**src/rtl/ahb3lite_pkg.sv**
```systemverilog
// ahb3lite_pkg
// Shared AHB3-Lite encodings (HTRANS, HSIZE, HRESP) used by all slaves on the bus.
package ahb3lite_pkg;
   localparam logic [1:0] HTRANS_IDLE   = 2'b00;
   localparam logic [1:0] HTRANS_BUSY   = 2'b01;
   localparam logic [1:0] HTRANS_NONSEQ = 2'b10;
   localparam logic [1:0] HTRANS_SEQ    = 2'b11;

   localparam logic [2:0] HSIZE_BYTE  = 3'b000;
   localparam logic [2:0] HSIZE_HWORD = 3'b001;
   localparam logic [2:0] HSIZE_WORD  = 3'b010;

   localparam logic HRESP_OKAY  = 1'b0;
   localparam logic HRESP_ERROR = 1'b1;
endpackage

```
**src/rtl/ahb3lite_intc_pkg.sv**
```systemverilog
// ahb3lite_intc_pkg
// Register offsets, request struct and byte-lane helpers for ahb3lite_intc.
package ahb3lite_intc_pkg;
   import ahb3lite_pkg::*;

   localparam int OFS_W = 8;  // decoded offset bits; HSEL does the block decode
   localparam int ID_W  = 5;  // source IDs 1..31, 0 = none

   localparam logic [OFS_W-1:0] REG_PENDING   = 8'h00;
   localparam logic [OFS_W-1:0] REG_ENABLE    = 8'h04;
   localparam logic [OFS_W-1:0] REG_EDGE      = 8'h08;
   localparam logic [OFS_W-1:0] REG_THRESHOLD = 8'h0C;
   localparam logic [OFS_W-1:0] REG_CLAIM     = 8'h10;
   localparam logic [OFS_W-1:0] REG_PRIO_BASE = 8'h20;

   // registered write address phase
   typedef struct packed {
      logic             we;
      logic [OFS_W-1:0] ofs;
      logic [3:0]       be;
   } intc_req_t;

   function automatic logic [3:0] gen_be(input logic [2:0] hsize, input logic [1:0] a);
      case (hsize)
         HSIZE_BYTE:  gen_be = 4'b0001 << a;
         HSIZE_HWORD: gen_be = a[1] ? 4'b1100 : 4'b0011;
         default:     gen_be = 4'b1111;
      endcase
   endfunction

   function automatic logic [31:0] wr_merge(input logic [31:0] old, input logic [31:0] wdata,
                                            input logic [3:0] be);
      logic [31:0] m;
      m = {{8{be[3]}}, {8{be[2]}}, {8{be[1]}}, {8{be[0]}}};
      return (old & ~m) | (wdata & m);
   endfunction
endpackage

```
**src/rtl/ahb3lite_intc_arbiter.sv**
```systemverilog
// ahb3lite_intc_arbiter
// Combinational picker: highest priority among eligible sources, lowest ID on a tie.
//   eligible_i  : per-source eligibility
//   prio_i      : per-source priority
//   best_id_o   : winning ID (source n -> n+1), 0 when nothing eligible
//   best_prio_o : priority of the winner, 0 when nothing eligible
module ahb3lite_intc_arbiter
   import ahb3lite_intc_pkg::*;
#(
   parameter int SOURCES   = 8,
   parameter int PRIO_BITS = 3
) (
   input  logic [SOURCES-1:0]                eligible_i,
   input  logic [SOURCES-1:0][PRIO_BITS-1:0] prio_i,
   output logic [ID_W-1:0]                   best_id_o,
   output logic [PRIO_BITS-1:0]              best_prio_o
);

   // Scan from the top ID down with >=, so an equal priority at a lower ID
   // replaces the current winner.
   always_comb begin
      best_id_o   = '0;
      best_prio_o = '0;
      for (int n = SOURCES - 1; n >= 0; n--) begin
         if (eligible_i[n] && (prio_i[n] >= best_prio_o)) begin
            best_id_o   = ID_W'(n + 1);
            best_prio_o = prio_i[n];
         end
      end
   end

endmodule

```
**src/rtl/ahb3lite_intc.sv**
```systemverilog
// ahb3lite_intc
// AHB3-Lite interrupt controller: per-source gateway/pending/enable/priority,
// threshold, claim/complete register and a registered irq to the CPU.
//   HCLK, HRESETn        : clock, async active-low reset
//   HSEL..HREADY         : AHB3-Lite slave inputs
//   HRDATA, HREADYOUT,
//   HRESP                : AHB3-Lite slave outputs (zero wait state, always OKAY)
//   src                  : interrupt lines, synchronous to HCLK
//   irq                  : registered interrupt request
// Build option: AHB3LITE_INTC_EDGE_EN adds the EDGE register and edge gateways.
module ahb3lite_intc
   import ahb3lite_pkg::*;
   import ahb3lite_intc_pkg::*;
#(
   parameter int HADDR_SIZE = 32,
   parameter int HDATA_SIZE = 32,
   parameter int SOURCES    = 8,
   parameter int PRIO_BITS  = 3
) (
   input  logic                  HCLK,
   input  logic                  HRESETn,
   input  logic                  HSEL,
   input  logic [HADDR_SIZE-1:0] HADDR,
   input  logic [HDATA_SIZE-1:0] HWDATA,
   input  logic                  HWRITE,
   input  logic [2:0]            HSIZE,
   input  logic [2:0]            HBURST,
   input  logic [3:0]            HPROT,
   input  logic [1:0]            HTRANS,
   input  logic                  HREADY,
   output logic [HDATA_SIZE-1:0] HRDATA,
   output logic                  HREADYOUT,
   output logic                  HRESP,
   input  logic [SOURCES-1:0]    src,
   output logic                  irq
);

   intc_req_t                         req_q;
   logic                              acc, rd_acc, wr_commit, claim, complete;
   logic [OFS_W-1:0]                  rd_ofs;
   logic [SOURCES-1:0]                pending_q, pending_d, enable_q, enable_d;
   logic [SOURCES-1:0]                inservice_q, inservice_d;
   logic [SOURCES-1:0]                gw_set, claim_vec, cmp_vec, eligible;
   logic [SOURCES-1:0][PRIO_BITS-1:0] prio_q, prio_d;
   logic [PRIO_BITS-1:0]              thresh_q, thresh_d, best_prio_q, arb_prio;
   logic [ID_W-1:0]                   best_id_q, arb_id;
   logic                              irq_q;
   logic [31:0]                       rdata, edge_rd, hrdata_q;
   logic                              unused_ok;

   assign unused_ok = ^{HADDR[HADDR_SIZE-1:OFS_W], HBURST, HPROT, HTRANS[0]};

   // HTRANS[1] covers NONSEQ and SEQ
   assign acc       = HSEL & HREADY & HTRANS[1];
   assign rd_acc    = acc & ~HWRITE;
   assign rd_ofs    = {HADDR[OFS_W-1:2], 2'b00};
   assign wr_commit = req_q.we & HREADY;

   always_ff @(posedge HCLK or negedge HRESETn) begin
      if (!HRESETn) begin
         req_q <= '0;
      end else if (HREADY) begin
         req_q.we  <= acc & HWRITE;
         req_q.ofs <= rd_ofs;
         req_q.be  <= gen_be(HSIZE, HADDR[1:0]);
      end
   end

   // claim/complete decode
   assign claim     = rd_acc && (rd_ofs == REG_CLAIM) && (best_id_q != '0);
   assign claim_vec = claim ? (SOURCES'(1) << (best_id_q - 1'b1)) : '0;
   assign complete  = wr_commit && (req_q.ofs == REG_CLAIM) && (HWDATA != '0) &&
                      (HWDATA <= HDATA_SIZE'(SOURCES));
   assign cmp_vec   = complete ? (SOURCES'(1) << (HWDATA[ID_W-1:0] - 1'b1)) : '0;

   // software-visible register writes
   always_comb begin
      enable_d = enable_q;
      thresh_d = thresh_q;
      prio_d   = prio_q;
      if (wr_commit) begin
         if (req_q.ofs == REG_ENABLE)
            enable_d = SOURCES'(wr_merge(32'(enable_q), HWDATA, req_q.be));
         if (req_q.ofs == REG_THRESHOLD)
            thresh_d = PRIO_BITS'(wr_merge(32'(thresh_q), HWDATA, req_q.be));
         for (int n = 0; n < SOURCES; n++)
            if (req_q.ofs == REG_PRIO_BASE + OFS_W'(4 * n))
               prio_d[n] = PRIO_BITS'(wr_merge(32'(prio_q[n]), HWDATA, req_q.be));
      end
   end

   assign inservice_d = (inservice_q & ~cmp_vec) | claim_vec;

`ifdef AHB3LITE_INTC_EDGE_EN
   logic [SOURCES-1:0] edge_q, edge_d, src_q;

   assign edge_d = (wr_commit && req_q.ofs == REG_EDGE) ?
                   SOURCES'(wr_merge(32'(edge_q), HWDATA, req_q.be)) : edge_q;

   always_ff @(posedge HCLK or negedge HRESETn) begin
      if (!HRESETn) begin
         edge_q <= '0;
         src_q  <= '0;
      end else begin
         edge_q <= edge_d;
         src_q  <= src;
      end
   end

   // edge sources latch a rising edge even in service; level sources are held
   // off by the in-service bit, including one set by a claim this cycle
   assign gw_set  = (edge_q & src & ~src_q) | (~edge_q & src & ~inservice_d);
   assign edge_rd = 32'(edge_q);
`else
   assign gw_set  = src & ~inservice_d;
   assign edge_rd = '0;
`endif

   // gateway set wins over a same-cycle claim clear
   assign pending_d = (pending_q & ~claim_vec) | gw_set;

   // arbitrate on next-state so a claim drops its source at the same edge
   always_comb begin
      for (int n = 0; n < SOURCES; n++)
         eligible[n] = pending_d[n] & enable_d[n] & ~inservice_d[n] & (prio_d[n] > thresh_d);
   end

   ahb3lite_intc_arbiter #(
      .SOURCES   (SOURCES),
      .PRIO_BITS (PRIO_BITS)
   ) u_arb (
      .eligible_i  (eligible),
      .prio_i      (prio_d),
      .best_id_o   (arb_id),
      .best_prio_o (arb_prio)
   );

   always_comb begin
      rdata = '0;
      case (rd_ofs)
         REG_PENDING:   rdata = 32'(pending_q);
         REG_ENABLE:    rdata = 32'(enable_q);
         REG_EDGE:      rdata = edge_rd;
         REG_THRESHOLD: rdata = 32'(thresh_q);
         REG_CLAIM:     rdata = 32'(best_id_q);
         default:       ;
      endcase
      for (int n = 0; n < SOURCES; n++)
         if (rd_ofs == REG_PRIO_BASE + OFS_W'(4 * n)) rdata = 32'(prio_q[n]);
   end

   always_ff @(posedge HCLK or negedge HRESETn) begin
      if (!HRESETn) begin
         pending_q   <= '0;
         enable_q    <= '0;
         inservice_q <= '0;
         prio_q      <= '0;
         thresh_q    <= '0;
         best_id_q   <= '0;
         best_prio_q <= '0;
         irq_q       <= 1'b0;
         hrdata_q    <= '0;
      end else begin
         pending_q   <= pending_d;
         enable_q    <= enable_d;
         inservice_q <= inservice_d;
         prio_q      <= prio_d;
         thresh_q    <= thresh_d;
         best_id_q   <= arb_id;
         best_prio_q <= arb_prio;
         irq_q       <= (best_prio_q > thresh_q) && (best_id_q != '0);
         if (rd_acc) hrdata_q <= rdata;
      end
   end

   assign HRDATA    = HDATA_SIZE'(hrdata_q);
   assign HREADYOUT = 1'b1;
   assign HRESP     = HRESP_OKAY;
   assign irq       = irq_q;

endmodule

```
**config.mk**
```make
export PLATFORM = sky130hd
export DESIGN_NAME = ahb3lite_intc
export DESIGN_NICKNAME = d
export VERILOG_FILES = /design/src/rtl/ahb3lite_pkg.sv /design/src/rtl/ahb3lite_intc_pkg.sv /design/src/rtl/ahb3lite_intc_arbiter.sv /design/src/rtl/ahb3lite_intc.sv
export SDC_FILE = /design/constraint.sdc
export NUM_CORES = 1
export LEC_CHECK = 0
export ABC_CLOCK_PERIOD_IN_PS = 22400
export BUFFER_PORTS_ARGS = -buffer_cell sky130_fd_sc_hd__buf_2
export CORE_MARGIN = 3
export CORE_UTILIZATION = 53
export CTS_CLUSTER_DIAMETER = 80
export CTS_CLUSTER_SIZE = 14
export DETAILED_ROUTE_END_ITERATION = 8
export PLACE_DENSITY = 0.86
export SLEW_MARGIN = 20
export SYNTH_ARGS = -nofsm -noshare
export SYNTH_HDL_FRONTEND = slang
export SYNTH_HIERARCHICAL = 1
export SYNTH_SLANG_ARGS = --single-unit
```
**constraint.sdc**
```tcl
create_clock -name HCLK -period 22.4 [get_ports HCLK]
set_clock_uncertainty 0.05 [all_clocks]
set_input_delay 1.12 -clock HCLK [delete_from_list [all_inputs] [get_ports HCLK]]
set_output_delay 1.12 -clock HCLK [all_outputs]
set_load 0.05 [all_outputs]
```
==> summary.txt, run 1 <==
GRT
  – GRT Overall Usage: 0.270
  – Total grt overflow: 0
  – First-pass GRT wire length: 26900 um
  – Vias in the first global route: 5380
  – Antenna violations before repair: 0
  – Largest net degree at the start of global routing: 77

Die
  – Site Rows: 37
  – I/O pin count: 124
  – Chip Height: 111 um
  – Die X: 111 um
  – Die footprint: 12300 sq um
  – Core ar.: 10500 sq um
  – Starting Density: 0.557

STA
  – Fmax: 0.0684 GHz
  – Final Hold Viols: 0
  – Fin Hold WS: 443 ps
  – Total negative slack: 0 ps
  – RSZ-0062 raised after global routing: no
  – Worst relative slew slack: 0.359
  – Fin crit share: 0.653
  – Minimum clock period: 14620 ps
  – Post-route setup slack: 7780 ps
  – Worst-Margin Slew: 961 ps
  – Slew Limit Fails: 0
  – Final setup viols: 0

Clock tree
  – CTS Hold Buffers Added: 0
  – Htree depth: 3
  – CTS tree: done
  – Postcts setup bufs: 0
  – # resized after CTS: 0
  – Root buffer cell: clkbuf_8
  – Sinks on Clock Net: 76
  – Clk Latency, worst-skew pair: 370 ps
  – CTS Buffer Depth: 2
  – Clk slew on worst S/H paths: 90 ps
  – Total CTS buffers: 9

Layout
  – Layout cells sized above 1: 0.219
  – Fillers: 837
  – Final Core Density: 0.608
  – Area grow syn2layout: 9.16%
  – Most common cell after layout, fill and taps aside: dfrtp_1
  – Layout Nets: 815
  – Diode count: 0
  – Commonest non-fill, non-tap cells in the layout: dfrtp_1 (76), buf_2 (64), inv_1 (48)

Power
  – VDD IR max: 28.2 uV
  – Power per cell area: 51.6 nW/um^2
  – Leakage: 2.95 nW
  – Pwr Total: 0.330 mW

Logic synthesis
  – Cell area after synthesis: 5850 sq um
  – Synth top area cells: dfrtp_1 (33%), ha_1 (9.2%), mux2_2 (8.3%), buf_4 (3.5%), inv_1 (3.1%)
  – Post-synth EDFFs: 0
  – FF+latch count, synth: 76
  – Top_reg_cell synth: dfrtp_1
  – Register area share after synthesis: 0.325
  – Share of the synthesized area in the top cell type: 0.325
  – Post-Syn Area per Cell: 9.33 sq um
  – Gate Count Post-Synth: 627
  – Ys async rst share: 1.00
  – Unique masters post-synth: 85
  – Largest area contributor in the netlist: dfrtp_1
  – Synth Warn #: 6

Critical path
  – Critical Path RT: 22590 ps
  – Crit-path max FO: 14
  – Crit path largest cell delay: 690 ps
  – R2R cell count: 55
  – Critical path class: primary input to flop
  – Worst path slowest cell: nor4_1
  – Worst reg2reg startpoint: req_q[10]
  – R2R setup slack: 8410 ps
  – Crit-path most repeated cell: ha_1
  – Worst reg2reg endpoint: best_id_q[3]
  – WP data arrival: 14810 ps
  – CP endpoint kind: flop
  – Startpoint types: primary input

Placement
  – Gpl congestion: 0.966
  – HPWL after DPL: 12700 um
  – Port bufs: 65
  – Place WS: 7580 ps

Routing
  – Remaining DRCs: 0
  – Routed WL: 16500 um
  – Drt wl/cell: 20.0 um
  – Antenna-violating nets left: 0
  – Via count: 5201
  – Via-per-instance ratio: 6.31
  – DR iter-0 viols: 397
  – Drt first pass iters: 5

Hold path
  – WHS Path Cells: 2
  – Min-delay src: HRDATA[7]
  – Worst min path class: flop to flop
  – Hold Path Sink: HRDATA[7]

Job
  – Max-Cap Viols: 0

Status
  – Status: completed
critical path: cells and delay by family:
family	cells	cell delay, ps
compound gates	19	4660
fa+ha+maj	8	2030
buf+inv	2	280
mux	5	2050
simple gates	22	4680
state kept, by name, indices dropped and copies added (netlist names):
signal,flops
req_q,8
thresh_q,3
prio_q,24
inservice_q,8
best_id_q,5
irq,1
HRDATA,8
pending_q,8
enable_q,8
best_prio_q,3
through the flow:
step                      area, sq um  cells
after floorplan                  5940    651
after global placement           6160    808
after detailed placement         6160    808
after CTS                        6380    824
after global routing             6380    824
final                            6380    824
final cells by class:
type / instances / area (sq um) / area share
multi-input cells: 481 / 3570 / 0.558
clock inverters: 7 / 100 / 0.0157
flip-flops and latches: 76 / 1900 / 0.298
repair buffers: 67 / 343 / 0.0537
inverters: 48 / 180 / 0.0282
clock buffers: 9 / 124 / 0.0194
well taps: 136 / 170 / 0.0267
Yosys cell counts, drive strengths merged, types with 4 or more instances:
library cell / count
buf: 34
or3: 6
a31oi: 10
o21ai: 32
clkbuf: 12
nor2b: 8
dfrtp: 76
a21oi: 28
nor4: 8
mux2: 43
nor2: 33
nand2b: 12
a21o: 15
mux2i: 14
o211ai: 5
and4: 7
o32ai: 4
or4: 7
o21a: 12
a211oi: 4
ha: 43
and2: 10
nand4: 4
inv: 48
or2: 6
nor3: 17
a311oi: 4
nand3: 16
nand2: 39
power breakdown:
group / total (mW) / switching (mW) / leakage [nW] / internal [mW]
registers: 0.148 / 0.00548 / 0.969 / 0.142
clock network: 0.119 / 0.0556 / 0.102 / 0.0632
logic: 0.0631 / 0.0424 / 1.88 / 0.0207
total: 0.330 / 0.103 / 2.95 / 0.226
worst max-delay path by stage:
stage	from	to	cells after the start
CTS	HREADY	best_id_q[3]	56
detailed placement	HREADY	best_id_q[3]	56
global route	HREADY	best_id_q[3]	56
global placement	HREADY	best_id_q[3]	56
finish	HREADY	best_id_q[3]	56
floorplan	HREADY	best_prio_q[0]	54
metal layers:
layer	vias to the layer above	GRT usage	routed length, um
met5	-	0	0
met4	0	0.142	744
met3	59	0.0633	1320
met2	254	0.457	7930
met1	2515	0.318	6470
li1	2373	-	-
cell families after synthesis:
kind of cell / Yosys count / synth area share
and+or+nand+nor: 194 / 0.187
other: 3 / 0.00192
buffers and inverters: 94 / 0.0806
adders and majority gates: 44 / 0.0937
muxes: 59 / 0.117
DFF: 76 / 0.325
AOI/OAI and AO/OA: 153 / 0.190
xor gates and xnor gates: 4 / 0.00599
Power figures use the tool's default switching activity.
==> run 2: changes to the inputs <==
- ABC_CLOCK_PERIOD_IN_PS: 22400 -> 13600
- clock period: 22.4 -> 13.6 ns (I/O delays scaled with it)
==> run 2 against run 1 <==
Critical path depth unchanged. Critical endpoint is now best_prio_q[0]. Worst setup slack got worse by 7100 ps. Combinational power increased by 71%. Sequential share of layout area decreased by 0.46 points. Utilization increased by 0.95 points. Register-to-register slack got worse by 7600 ps. Sequential cell count unchanged. Clock power increased by 62%. Largest cell class unchanged. Total power increased by 65%. Global-route usage increased by 1.4 points.
==> summary.txt, run 2 (same netlist as run 1, synthesis figures left out) <==
Die
  – Starting Density: 0.557 (unchanged)
  – Site Rows: 37 (unchanged)
  – Core ar.: 10500 sq um (unchanged)
  – Die X: 111 um (unchanged)
  – Chip Height: 111 um (unchanged)
  – I/O pin count: 124 (unchanged)
  – Die footprint: 12300 sq um (unchanged)

STA
  – Total negative slack: 0 ps (unchanged)
  – Minimum clock period: 12970 ps
  – Worst-Margin Slew: 1020 ps (+55.1 ps)
  – Final Hold Viols: 0 (unchanged)
  – Slew Limit Fails: 0 (unchanged)
  – Post-route setup slack: 635 ps (-7150 ps)
  – Fin Hold WS: 390 ps (-53.0 ps)
  – Final setup viols: 0 (unchanged)
  – Fin crit share: 0.953
  – Worst relative slew slack: 0.305 (-0.0543)
  – Fmax: 0.0771 GHz

Routing
  – Via count: 5267 (+1.3%)
  – Antenna-violating nets left: 0 (unchanged)
  – Drt wl/cell: 20.6 um (+3.3%)
  – Via-per-instance ratio: 6.34 (+0.42%)
  – Routed WL: 17200 um (+4.2%)
  – Remaining DRCs: 0 (unchanged)
  – Drt first pass iters: 7 (+2)
  – DR iter-0 viols: 487 (+23%)

Critical path
  – Startpoint types: primary input
  – Crit path largest cell delay: 410 ps (-280 ps)
  – Critical path class: primary input to flop
  – Worst path slowest cell: nor4bb_4
  – Crit-path max FO: 14 (unchanged)
  – Critical Path RT: 13800 ps (-8790 ps)
  – WP data arrival: 13170 ps (-1640 ps)
  – Crit-path most repeated cell: ha_1
  – CP endpoint kind: flop

Power
  – VDD IR max: 59.7 uV (+110%)
  – Leakage: 3.01 nW (+2.0%)
  – Switching portion of total power: 0.306 (-0.00778)
  – Flop pwr share: 0.446 (-0.002)
  – Pwr Total: 0.543 mW (+65%)
  – Combinational share of power: 0.198 (+0.007)
  – Clock power frac: 0.355 (-0.005)
  – Internal: 0.377 mW (+67%)
  – P_sw: 0.166 mW (+61%)
  – Power per cell area: 83.8 nW/um^2 (+62%)

Layout
  – Area grow syn2layout: 10.9%
  – Post-route insts no fill: 831 (+0.85%)
  – Diode count: 0 (unchanged)
  – Final Core Density: 0.617 (+0.00953)
  – Layout Nets: 822 (+0.86%)
  – Commonest non-fill, non-tap cells in the layout: dfrtp_1 (76), buf_2 (64), inv_1 (48)
  – Most common cell after layout, fill and taps aside: dfrtp_1
  – Design Area, Final: 6480 sq um (+1.6%)
  – Largest register FFs: 24 (unchanged)
  – Top reg by flops: prio_q
  – Layout cells sized above 1: 0.237 (+0.0179)

GRT
  – Antenna violations before repair: 0 (unchanged)
  – Largest net degree at the start of global routing: 77 (unchanged)
  – Total grt overflow: 0 (unchanged)
  – GRT Overall Usage: 0.283 (+0.0135)
  – First-pass GRT wire length: 27700 um (+3.3%)
  – Vias in the first global route: 5313 (-1.2%)

Job
  – Max-Cap Viols: 0 (unchanged)

Placement
  – Area after DPL: 6210 sq um (+0.85%)
  – Placed Cells: 815 (+0.87%)
  – Place WS: -178 ps (-7760 ps)
  – Port bufs: 65 (unchanged)
  – HPWL after DPL: 13000 um (+2.5%)
  – Gpl congestion: 0.956 (-0.99%)

Clock tree
  – Sinks on Clock Net: 76 (unchanged)
  – Root buffer cell: clkbuf_8
  – Htree depth: 3 (unchanged)
  – Clk slew on worst S/H paths: 80 ps (about the same)
  – CTS Hold Buffers Added: 0 (unchanged)
  – Total CTS buffers: 9 (unchanged)
  – CTS Buffer Depth: 2 (unchanged)
  – CTS tree: done
  – Clk Latency, worst-skew pair: 370 ps (about the same)

Status
  – Status: completed

Hold path
  – Worst min path class: primary input to asynchronous set/reset pin
==> run 2: power groups by stage <==
stage	Sequential [mW]	Combinational, mW	Clock [mW]
floorplan	0.247	0.0737	0
global placement	0.245	0.0997	0
detailed placement	0.246	0.104	0
CTS	0.242	0.105	0.193
global route	0.243	0.117	0.207
finish	0.243	0.108	0.193
==> run 2: final timing paths <==
path | start | endpoint | slack (ps) | cells past startpoint
worst max register to register | req_q[11] | best_prio_q[0] | 800 | 55
worst min register to register | HRDATA[6] | HRDATA[6] | 440 | 2
max in group asynchronous | HRESETn | HRDATA[0] | 12460 | 1
min in group HCLK | HRDATA[6] | HRDATA[6] | 440 | 2
worst max-delay path | HREADY | best_prio_q[0] | 630 | 56
worst min-delay path | HRESETn | enable_q[6] | 390 | 1
==> run 2: per-layer routing <==
| layer | vias to the layer above | GRT usage | part of all wire | wire length, um |
|---|---|---|---|---|
| met4 | 0 | 0.121 | 0.035 | 601 |
| met5 | - | 0 | 0 | 0 |
| met1 | 2539 | 0.349 | 0.39 | 6660 |
| met3 | 49 | 0.0529 | 0.083 | 1420 |
| li1 | 2387 | - | - | - |
| met2 | 292 | 0.486 | 0.49 | 8480 |
==> run 2: area by class of cell <==
class | count | area, sq um
Multi-Input combinational cell | 481 | 3620
Sequential cell | 76 | 1900
Fill cell | 882 | 4020
Inverter | 48 | 180
Tap cell | 136 | 170
Clock buffer | 11 | 141
Clock inverter | 5 | 75.1
Timing Repair Buffer | 74 | 395
==> run 2: critical path: cells and delay by family <==
kind / cells / cell delay [ps]
AOI/OAI and AO/OA: 21 / 4710
and+or+nand+nor: 22 / 3970
adders and majority gates: 8 / 2100
muxes: 4 / 1450
buffers and inverters: 1 / 240
==> run 2: what timing repair did <==
item / 4_1_cts / 5_1_grt
setup endpoints to repair: 0 / 7
buffers inserted: 0 / 0
gates resized for setup: 0 / 10
==> run 3: changes to the inputs <==
- BUFFER_PORTS_ARGS: -buffer_cell sky130_fd_sc_hd__buf_2 -> default
- CAP_MARGIN: default -> 5
- DONT_BUFFER_PORTS: default -> 1
- PLACE_DENSITY: 0.86 -> 0.76
==> run 3 against run 2 <==
Sequential share of layout area grew 1.5 points. Largest power group unchanged. Routed wire length shrank 3.7%. Non-clock buffer count shrank 65. Design area shrank 4.8%. Worst setup slack gained 150 ps.
==> summary.txt, run 3 (same netlist as run 1, synthesis figures left out) <==
Layout
  – Layout cells sized above 1: 0.154 (-0.0834)
  – Largest register FFs: 24 (unchanged)
  – Most common cell after layout, fill and taps aside: dfrtp_1
  – Design Area, Final: 6170 sq um (-4.8%)
  – Layout Nets: 757 (-7.9%)
  – Area grow syn2layout: 5.54%
  – Commonest non-fill, non-tap cells in the layout: dfrtp_1 (76), inv_1 (48), mux2_2 (43), ha_1 (43), nand2_1 (39)
  – Diode count: 0 (unchanged)
  – Top reg by flops: prio_q

Job
  – Max-Cap Viols: 0 (unchanged)

STA
  – Fmax: 0.0780 GHz (+1.2%)
  – Worst relative slew slack: 0.364 (+0.0596)
  – Slew Limit Fails: 0 (unchanged)
  – Fin crit share: 0.942 (-0.0112)
  – Worst-Margin Slew: 929 ps (-87.1 ps)
  – Final setup viols: 0 (unchanged)
  – RSZ-0062 raised after global routing: no
  – Final Hold Viols: 0 (unchanged)
  – Minimum clock period: 12810 ps (-152 ps)
  – Total negative slack: 0 ps (unchanged)

Routing
  – Routed WL: 16500 um (-3.7%)
  – Via count: 4958 (-5.9%)
  – Drt wl/cell: 21.6 um (+4.4%)
  – Drt first pass iters: 5 (-2)
  – DR iter-0 viols: 477 (-2.1%)
  – Remaining DRCs: 0 (unchanged)
  – Antenna-violating nets left: 0 (unchanged)
  – Via-per-instance ratio: 6.47 (+2.1%)

Status
  – Status: completed

Hold path
  – Worst min path class: primary input to asynchronous set/reset pin

Placement
  – Port bufs: 0 (-100%)
  – Gpl congestion: 1.00 (+5.1%)
  – HPWL after DPL: 12800 um (-1.8%)
  – Area after DPL: 5880 sq um (-5.4%)

Clock tree
  – CTS Buffer Depth: 2 (unchanged)
  – Postcts setup bufs: 0 (unchanged)
  – CTS tree: done
  – Clk slew on worst S/H paths: 80 ps (about the same)
  – Htree depth: 3 (unchanged)
  – Sinks on Clock Net: 76 (unchanged)
  – Total CTS buffers: 9 (unchanged)
  – Clk Latency, worst-skew pair: 360 ps (about the same)
  – Root buffer cell: clkbuf_8

Power
  – VDD IR max: 59.5 uV (-0.35%)
  – Power per cell area: 86.8 nW/um^2 (+3.7%)
  – Leakage: 2.75 nW (-8.8%)

Critical path
  – Crit path largest cell delay: 460 ps (+50 ps)
  – CP endpoint kind: flop
  – WP data arrival: 13020 ps (-150 ps)
  – Worst path slowest cell: mux2_2
  – Buffers & Inverters on Critical Path: 2 (+1)
  – Crit-path max FO: 9 (-5)
  – Crit-path most repeated cell: ha_1
  – Critical Path RT: 13810 ps (about the same)
  – Startpoint types: flop
  – Crit path max-delay family: compound AO/OA/AOI/OAI gates
  – Critical path class: flop to flop

GRT
  – GRT Overall Usage: 0.267 (-0.0161)
  – Antenna violations before repair: 0 (unchanged)
  – Largest net degree at the start of global routing: 77 (unchanged)
  – First-pass GRT wire length: 25900 um (-6.7%)
  – Vias in the first global route: 4918 (-7.4%)
  – Total grt overflow: 0 (unchanged)

Die
  – Site Rows: 37 (unchanged)
  – Chip Height: 111 um (unchanged)
  – Starting Density: 0.557 (unchanged)
  – I/O pin count: 124 (unchanged)
  – Core ar.: 10500 sq um (unchanged)
  – Die footprint: 12300 sq um (unchanged)
  – Die X: 111 um (unchanged)
run 3: cell count changes in the layout (fill, tap and decap cells not counted), sizes merged:
cell	before	now
buf	74	9
clkbuf	11	13
clkinv	3	0
clkinvlp	0	1
run 3: final cells by class:
| type | instances | area [sq um] |
|---|---|---|
| Sequential cell | 76 | 1900 |
| Tap cell | 136 | 170 |
| Fill cell | 889 | 4340 |
| Inverter | 48 | 180 |
| Timing Repair Buffer | 9 | 87.6 |
| Clock buffer | 13 | 169 |
| Multi-Input combinational cell | 481 | 3600 |
| Clock inverter | 3 | 67.6 |
run 3: per-layer routing:
layer | vias up | wire, um | global-route usage
li1 | 2260 | - | -
met1 | 2421 | 6650 | 0.333
met2 | 236 | 8100 | 0.449
met3 | 41 | 1120 | 0.0415
met4 | 0 | 647 | 0.138
met5 | - | 0 | 0
run 3: final timing paths:
check,from,to,slack (ps),cells past startpoint
setup / recovery,req_q[11],best_prio_q[0],790,56
hold / removal,HRESETn,pending_q[1],140,1
setup reg to reg,req_q[11],best_prio_q[0],790,56
hold reg to reg,pending_q[3],pending_q[3],480,1
max in group asynchronous,HRESETn,thresh_q[2],13010,1
min in group HCLK,HREADY,req_q[0],360,1
run 3: per-stage QoR:
stage | hold slack [ps] | setup WS [ps] | power [mW] | util | instances
after floorplan | 334 | 1040 | 0.321 | - | 651
after global placement | 336 | 590 | 0.325 | 0.559 | 749
after detailed placement | 336 | 160 | 0.329 | 0.559 | 749
after CTS | 174 | 389 | 0.534 | 0.584 | 766
after global routing | 173 | 51.8 | 0.558 | 0.587 | 766
final | 143 | 787 | 0.536 | 0.587 | 766
run 3: repair_timing:
action                                  in CTS  in global routing
hold endpoints to repair                    76                  0
hold buffers                                 1                  0
gates resized for setup                      0                  6
endpoints found under the setup margin       0                  7
run 3: worst register-to-register path, delay by kind of cell (launching register included):
kind,cells,cell delay (ps)
simple gates,20,3470
compound gates,20,4190
flops,1,420
buf+inv,2,250
mux,5,1910
fa+ha+maj,9,2390
run 3: power breakdown:
part / switching [mW] / total (mW) / internal (mW)
sequential: 0.0133 / 0.248 / 0.234
combinational: 0.0559 / 0.0852 / 0.0293
clock: 0.0848 / 0.203 / 0.119
total: 0.154 / 0.536 / 0.382
